$ cat config.mk
export PLATFORM = sky130hd
export DESIGN_NAME = fetch_unit
export DESIGN_NICKNAME = d
export VERILOG_FILES = /design/src/rtl/fetch_unit.sv
export SDC_FILE = /design/constraint.sdc
export NUM_CORES = 1
export LEC_CHECK = 0
export ABC_CLOCK_PERIOD_IN_PS = 2700
export CORE_UTILIZATION = 60
export DETAILED_ROUTE_END_ITERATION = 6
export DONT_BUFFER_PORTS = 1
export GPL_TIMING_DRIVEN = 0
export PLACE_DENSITY_LB_ADDON = 0.12
export SKIP_CTS_REPAIR_TIMING = 1
export SLEW_MARGIN = 20
export SYNTH_ARGS = -nofsm -noshare
export SYNTH_HDL_FRONTEND = slang
export SYNTH_SLANG_ARGS = --single-unit
$ cat constraint.sdc
create_clock -name clk -period 2.7 [get_ports clk]
set_clock_uncertainty 0.15 [all_clocks]
set_input_delay 0.54 -clock clk [delete_from_list [all_inputs] [get_ports clk]]
set_output_delay 0.54 -clock clk [all_outputs]
set_load 0.03 [all_outputs]
$ cat src/rtl/fetch_unit.sv
// Instruction-fetch front end: PC generation, fixed-latency imem requests and a small {instr, pc} queue toward decode.
// Optional FETCH_ALIGN_CHECK_EN: flag misaligned redirects on err and force redirect target bit 0 low.
module fetch_unit #(
  parameter int                DATA_W   = 16,
  parameter int                ADDR_W   = 16,
  parameter int                DEPTH    = 4,
  parameter int                PC_INC   = 2,
  parameter logic [ADDR_W-1:0] RESET_PC = '0
) (
  input  logic              clk,
  input  logic              rst,
  output logic              imem_req,
  output logic [ADDR_W-1:0] imem_addr,
  input  logic [DATA_W-1:0] imem_rdata,
  output logic              instr_valid,
  output logic [DATA_W-1:0] instr,
  output logic [ADDR_W-1:0] instr_pc,
  input  logic              instr_ready,
  input  logic              redirect_valid,
  input  logic [ADDR_W-1:0] redirect_pc,
  input  logic              halt,
  output logic              err
);

  localparam int PTR_W = $clog2(DEPTH);
  localparam int CNT_W = PTR_W + 1;
  localparam logic [CNT_W:0] DEPTH_C = (CNT_W + 1)'(DEPTH);

  logic [ADDR_W-1:0] pc_q, pc_d;
  logic [PTR_W-1:0]  wr_ptr_q, wr_ptr_d;
  logic [PTR_W-1:0]  rd_ptr_q, rd_ptr_d;
  logic [CNT_W-1:0]  count_q, count_d;
  logic              inflight_q, inflight_d;
  logic [ADDR_W-1:0] inflight_pc_q, inflight_pc_d;
  logic              drop_q, drop_d;
  logic              err_q, err_d;

  logic [DATA_W-1:0] instr_mem [DEPTH];
  logic [ADDR_W-1:0] pc_mem    [DEPTH];

  logic [ADDR_W-1:0] redirect_tgt;
  logic              misalign;
  logic [CNT_W:0]    occupancy;
  logic              issue;
  logic              enq;
  logic              deq;

  always_comb begin
`ifdef FETCH_ALIGN_CHECK_EN
    redirect_tgt = {redirect_pc[ADDR_W-1:1], 1'b0};
    misalign     = redirect_valid & redirect_pc[0];
`else
    redirect_tgt = redirect_pc;
    misalign     = 1'b0;
`endif
  end

  // Occupancy counts the outstanding request so a returning word always has a free slot.
  assign occupancy = {1'b0, count_q} + {{CNT_W{1'b0}}, inflight_q};
  assign issue     = rst && !halt && !redirect_valid && (occupancy < DEPTH_C);
  assign enq       = inflight_q && !drop_q && !redirect_valid;
  assign deq       = (count_q != '0) && instr_ready && !redirect_valid;

  always_comb begin
    pc_d          = pc_q;
    wr_ptr_d      = wr_ptr_q;
    rd_ptr_d      = rd_ptr_q;
    count_d       = count_q;
    inflight_d    = issue;
    inflight_pc_d = inflight_pc_q;
    drop_d        = redirect_valid && issue;
    err_d         = err_q | misalign;
    if (issue) begin
      inflight_pc_d = pc_q;
    end
    if (redirect_valid) begin
      pc_d     = redirect_tgt;
      wr_ptr_d = '0;
      rd_ptr_d = '0;
      count_d  = '0;
    end else begin
      if (issue) pc_d = pc_q + ADDR_W'(PC_INC);
      if (enq)   wr_ptr_d = wr_ptr_q + PTR_W'(1);
      if (deq)   rd_ptr_d = rd_ptr_q + PTR_W'(1);
      count_d = count_q + CNT_W'(enq) - CNT_W'(deq);
    end
  end

  always_ff @(posedge clk or negedge rst) begin
    if (!rst) begin
      pc_q          <= RESET_PC;
      wr_ptr_q      <= '0;
      rd_ptr_q      <= '0;
      count_q       <= '0;
      inflight_q    <= 1'b0;
      inflight_pc_q <= '0;
      drop_q        <= 1'b0;
      err_q         <= 1'b0;
    end else begin
      pc_q          <= pc_d;
      wr_ptr_q      <= wr_ptr_d;
      rd_ptr_q      <= rd_ptr_d;
      count_q       <= count_d;
      inflight_q    <= inflight_d;
      inflight_pc_q <= inflight_pc_d;
      drop_q        <= drop_d;
      err_q         <= err_d;
    end
  end

  // Queue storage needs no reset: stale entries are masked off the outputs while empty.
  always_ff @(posedge clk) begin
    if (enq) begin
      instr_mem[wr_ptr_q] <= imem_rdata;
      pc_mem[wr_ptr_q]    <= inflight_pc_q;
    end
  end

  assign imem_req    = issue;
  assign imem_addr   = pc_q;
  assign instr_valid = (count_q != '0);
  assign instr       = instr_valid ? instr_mem[rd_ptr_q] : '0;
  assign instr_pc    = instr_valid ? pc_mem[rd_ptr_q] : '0;
  assign err         = err_q;

endmodule

==> Word-level counts from Yosys, hierarchy flattened <==
Memory sizes are Yosys's and may differ from the RTL's.
Index checks and enable logic that the tools add are counted.
{ "totals": {"ff_bits": 41, "ramBits": 128, "inputBits": 37, "output_inout_bits": 51, "n_memories": 2} }
{ "classes": {"addsub": 6, "order_cmp": 1, "muxes": 11, "n_reduce_logical": 15} }
{ "mem_list": {"columns": ["name", "depth", "word_bits", "read_ports", "rd_ports_with_merged_regs", "write_ports", "line_no", "source"], "rows": [
  ["instr_mem", 4, 16, 1, 0, 1, "38", "logic [DATA_W-1:0] instr_mem [DEPTH];"],
  ["pc_mem", 4, 16, 1, 0, 1, "39", "logic [ADDR_W-1:0] pc_mem [DEPTH];"]
]} }
{ "ops": {"columns": ["cell", "n"], "rows": [
  ["16-bit 2-to-1 mux", 4],
  ["16-bit by 2-bit adder with 16-bit output (second input constant)", 1],
  ["1-bit logical AND", 8],
  ["2-bit 2-to-1 mux", 4],
  ["2-bit nonzero test", 3],
  ["2-bit by 1-bit adder with 2-bit output (second input constant)", 2],
  ["3-bit by 1-bit adder with 4-bit output", 1],
  ["4-bit by 3-bit less-than comparator with 1-bit output (second input constant)", 1],
  ["3-bit by 1-bit adder with 3-bit output", 1],
  ["1-bit logical NOT", 3],
  ["3-bit 2-to-1 mux", 1],
  ["3-bit nonzero test", 1],
  ["3-bit by 1-bit subtractor with 3-bit output", 1],
  ["1-bit 2-to-1 mux", 2]
]} }

==> Logic depth before layout (Yosys ltp) <==
{ "depth": {"ltp_word": 6, "ltp_mapped": 11} }

==> Worst setup path before layout <==
Ideal clock, no wire load.
{ "synth_timing": {"path_kind": "input to register", "from": "in redirect_valid", "to": "reg count_q[2]", "setup_time_ps": 132, "t_arrival_ps": 2189, "required_time_ps": 2418, "setup_slack_ps": 229, "cell_stages": 10, "n_path_buf": 2, "path_cell_list": "clkbuf_1 buf_1 nor2_1 ha_1 inv_1 ha_1 inv_1 fa_1 xnor2_1 nor2_1"} }
{ "synth_between": {"elab_chain_len": 5, "word_cells_on_any_way": 6, "classes_between": "add/sub (2); mux (1); reduce/logical (3)"} }
{ "synth_lines": {"columns": ["item", "line_no", "source"], "rows": [
  ["start, declared", "19", "input logic redirect_valid,"],
  ["1-bit logical NOT", "61, 62", null],
  ["1-bit logical AND", "61", "assign enq = inflight_q && !drop_q && !redirect_valid;"],
  ["3-bit by 1-bit adder with 3-bit output", "85", "count_d = count_q + CNT_W'(enq) - CNT_W'(deq);"],
  ["3-bit by 1-bit subtractor with 3-bit output", "85", null],
  ["3-bit 2-to-1 mux (*)", "76", "if (redirect_valid) begin"],
  ["net count_d[2]", "32", "logic [CNT_W-1:0] count_q, count_d;"],
  ["end signal, assigned", "103", "count_q <= count_d;"],
  ["end, declared", "32", null]
]} }
Mark *: on every way through the listed nets, which the timed path passes. The rest lies on a longest branch.
A chain may end at the register's enable or synchronous reset.

==> Final worst setup path <==
{ "layout_timing": {"from": "reg rd_ptr_q[0]", "to": "out instr_pc[3]"} }
{ "layout_between": {"elab_chain_len": 2} }
{ "layout_lines": {"columns": ["item", "line_no", "source"], "rows": [
  ["start, declared", "31", "logic [PTR_W-1:0] rd_ptr_q, rd_ptr_d;"],
  ["start signal, assigned", "102", "rd_ptr_q <= rd_ptr_d;"],
  ["memory 4 x 16 bit", null, null],
  ["16-bit 2-to-1 mux", "123", "assign instr_pc = instr_valid ? pc_mem[rd_ptr_q] : '0;"],
  ["end, declared", "17", "output logic [ADDR_W-1:0] instr_pc,"]
]} }
No other way between the ends.

==> flow_summary_export.csv <==
group,metric,value,unit
clocking,numCtsBuffers,17,
logic_synthesis,ys_seq_area_frac,0.711,
worst_setup_path,cp_max_fo,10,
global_route,overflow,0,
detailed_routing,postRouteAntennaNets,0,
logic_synthesis,ys_warn_count,0,
global_route,grt_pass1_wl,19.7,mm
clocking,root_buffer,"clkbuf_16",
logic_synthesis,synth-compound-area-share,0.0263,
finish,layout.area.seq,0.00487,mm²
worst_setup_path,slowest_stage,"mux4_2",
logic_synthesis,netlist_instances,394,
global_route,grt_pass1_vias,3647,
worst_setup_path,rr_endpoint,"count_q[2]$_DFF_PN0_",
finish,insertedDiodeCount,0,
worst_setup_path,max_stage_delay,0.52,ns
clocking,clk_latency,0.42,ns
clocking,htreeDepth,4,
logic_synthesis,synth_edf_count,128,
pwr,vdd_drop_max,603,µV
placement,gp_congestion,0.845,
finish,area_growth,15.2,%
detailed_routing,drtIter0Drc,230,
sta,finalCritPeriodShare,0.975,
worst_setup_path,cp_data_arrival_time,1.94,ns
finish,final_layout_size_suffix_gt1_frac,0.256,
finish,fillers,675,
worst_setup_path,r2r_start,"count_q[1]$_DFF_PN0_",
detailed_routing,vias_per_cell,6.14,
worst_setup_path,crit_family,"multiplexers",
sta,fmax,380,MHz
finish,fin_cells,573,
finish,multi_input_area,0.00187,mm²
detailed_routing,wl_per_cell,22.0,µm
worst_setup_path,path_cells,"buf_6 -> buf_6 -> mux4_2 -> and2_2",
sta,final.setup.worst_slack,0.0668,ns
worst_setup_path,crit_buf_inv,2,
sta,min_period,2.63,ns
sta,slew_violations,0,
logic_synthesis,synth_most_common_cell,"edfxtp_1",
global_route,antenna_found_initial,0,
placement,portBuffers,0,
logic_synthesis,yosys.area_share.simple,0.0831,
logic_synthesis,synthAdderAreaFrac,0.0175,
worst_setup_path,critPathKind,"register to output port",
logic_synthesis,netlist_area,0.00685,mm²
detailed_routing,drc,0,
logic_synthesis,synth.avg_cell_area,17.4,µm²
worst_setup_path,crit_required,2.01,ns
placement,place_ws,-0.140,ns
floorplan,rows,38,
pwr,p_leak,2.71,nW
min_path,min_delay_path_depth,0,
worst_setup_path,start_kind,"register",
logic_synthesis,netlist.area_leader.share,0.561,
clocking,cts_tree,"built",
logic_synthesis,synthMuxAreaShare,0.136,
min_path,min-delay-path-class,"input port to register",
floorplan,ios,88,
floorplan,start_util,0.624,
logic_synthesis,synth-main-ff-cell,"edfxtp_1",
detailed_routing,dr.pass1.iters,6,
worst_setup_path,cpMostUsedCell,"buf_6",
placement,dp_hpwl,7.98,mm
worst_setup_path,worstRegToRegCells,10,
worst_setup_path,endpoint_kind,"output port",
detailed_routing,vias,3516,
worst_setup_path,r2r_slack,0.22,ns
run_status,outcome,"finished, final reports clean",
logic_synthesis,ys_top_cells_by_count,"128 x edfxtp_1, 41 x dfrtp_1, 38 x and2_1",
clocking,clockBufferDepth,2,
pwr,p_total,7.49,mW
sta,final_hold_viol_count,0,
logic_synthesis,synth-seq-cells,169,
global_route,grt_util_all_layers,0.234,
floorplan,chipHeight,109,µm
logic_synthesis,synth_top_family_by_area,"multiplexers",
logic_synthesis,synth_area_leaders,"edfxtp_1 56%, dfrtp_1 15%, mux4_2 11%",
sta,setup_viol,0,
detailed_routing,wl,12.6,mm
logic_synthesis,synth_xor_xnor_area_share,0.00639,
clocking,clk_pin_slew_worst_paths,0.06,ns
clocking,clock-sinks,169,
floorplan,dieArea,0.0119,mm²
job,max-cap-violations,0,
pwr,power_density,949,mW/mm²
sta,max-slew-margin-rel,0.631,
finish,nets,466,
min_path,hold_end,"instr_mem[2][6]$_DFFE_PP_",
placement,dp.cells,539,
logic_synthesis,synth-async-reset-ratio,0.243,
min_path,min_from,"imem_rdata[6]",
sta,worst_pin_slew,0.553,ns
finish,fin_util,0.718,
logic_synthesis,synth_top_cell_by_area,"edfxtp_1",
logic_synthesis,yosysUniqueCellTypes,36,
global_route,grt_max_degree,44,
floorplan,dieWidth,109,µm
floorplan,core,0.0110,mm²
[cell families (layout without fill, tap and decap cells)]
kind of cell               Yosys count  count (layout)
AOI/OAI and AO/OA                   28              28
xor gates and xnor gates             5               5
adders and majority gates            9               9
buffers and inverters               29              67
DFF                                169             169
muxes                               51              51
other                                1               2
and+or+nand+nor                    102             102
[layout make-up]
type | instances | share of cell area
Clock inverter | 8 | 0.0160
Buffer | 20 | 0.0190
Tap cell | 140 | 0.0222
Inverter | 7 | 0.00333
Timing Repair Buffer | 8 | 0.0168
Sequential cell | 169 | 0.617
Clock buffer | 24 | 0.0680
Multi-Input combinational cell | 197 | 0.237
[cells in the final DEF (no fill, tap or decap), drive strengths merged, types with 3 or more instances in the layout]
cell / count
xor2: 3
nand2: 11
and2: 38
mux4: 32
o31ai: 6
or3: 6
or4: 8
inv: 9
a31oi: 11
o211ai: 3
mux2: 17
edfxtp: 128
nand3: 9
ha: 8
dfrtp: 41
nor2: 20
clkinv: 3
buf: 19
bufinv: 3
clkbuf: 32
o21ai: 7
[state kept, by name, indices dropped and copies added, names as in the netlist]
signal,flops
count_q,3
wr_ptr_q,2
instr_mem,64
drop_q,1
inflight_pc_q,16
rd_ptr_q,2
imem_addr,16
pc_mem,64
inflight_q,1
[worst register-to-register path: cells and delay by family, from the launching register on]
kind	cells	cell delay, ns
fa+ha+maj	3	0.81
simple gates	4	0.70
flops	1	0.45
xor+xnor	1	0.14
buf+inv	2	0.10
[per-stage QoR]
stage / hold WS, ns / TNS [ns] / cell area [µm²]
after floorplan: 0.0944 / 0 / 6860
after global routing: 0.0425 / -0.0223 / 7890
after detailed placement: 0.0959 / -0.217 / 7120
after global placement: 0.0962 / -37.71 / 7030
final: 0.0614 / 0 / 7890
after CTS: -0.360 / -9.05 / 7780
[worst max path at each step]
stage / to / slack (ns) / from / cells after the start
2_1_floorplan: count_q[2]$_DFF_PN0_ / 0.23 / redirect_valid / 10
3_3_place_gp: instr_mem[2][3]$_DFFE_PP_ / -0.30 / redirect_valid / 3
3_5_place_dp: count_q[2]$_DFF_PN0_ / -0.14 / redirect_valid / 10
4_1_cts: instr_pc[6] / -0.46 / count_q[1]$_DFF_PN0_ / 4
5_1_grt: instr_pc[3] / -0.01 / rd_ptr_q[0]$_DFFE_PN0P_ / 4
6_report: instr_pc[3] / 0.07 / rd_ptr_q[0]$_DFFE_PN0P_ / 4
[per-layer routing]
layer  global-route usage  part of all wire
met5                    0                 0
met4               0.0956             0.014
met2                0.376              0.50
met1                0.298              0.42
met3               0.0735             0.068
[report_power, final]
part           leakage [nW]  internal (mW)  switching, mW
sequential             1.64           3.08          0.256
combinational         0.749          0.566          0.937
clock                 0.326           1.68          0.964
No activity file was read; power rests on OpenSTA's default activity.
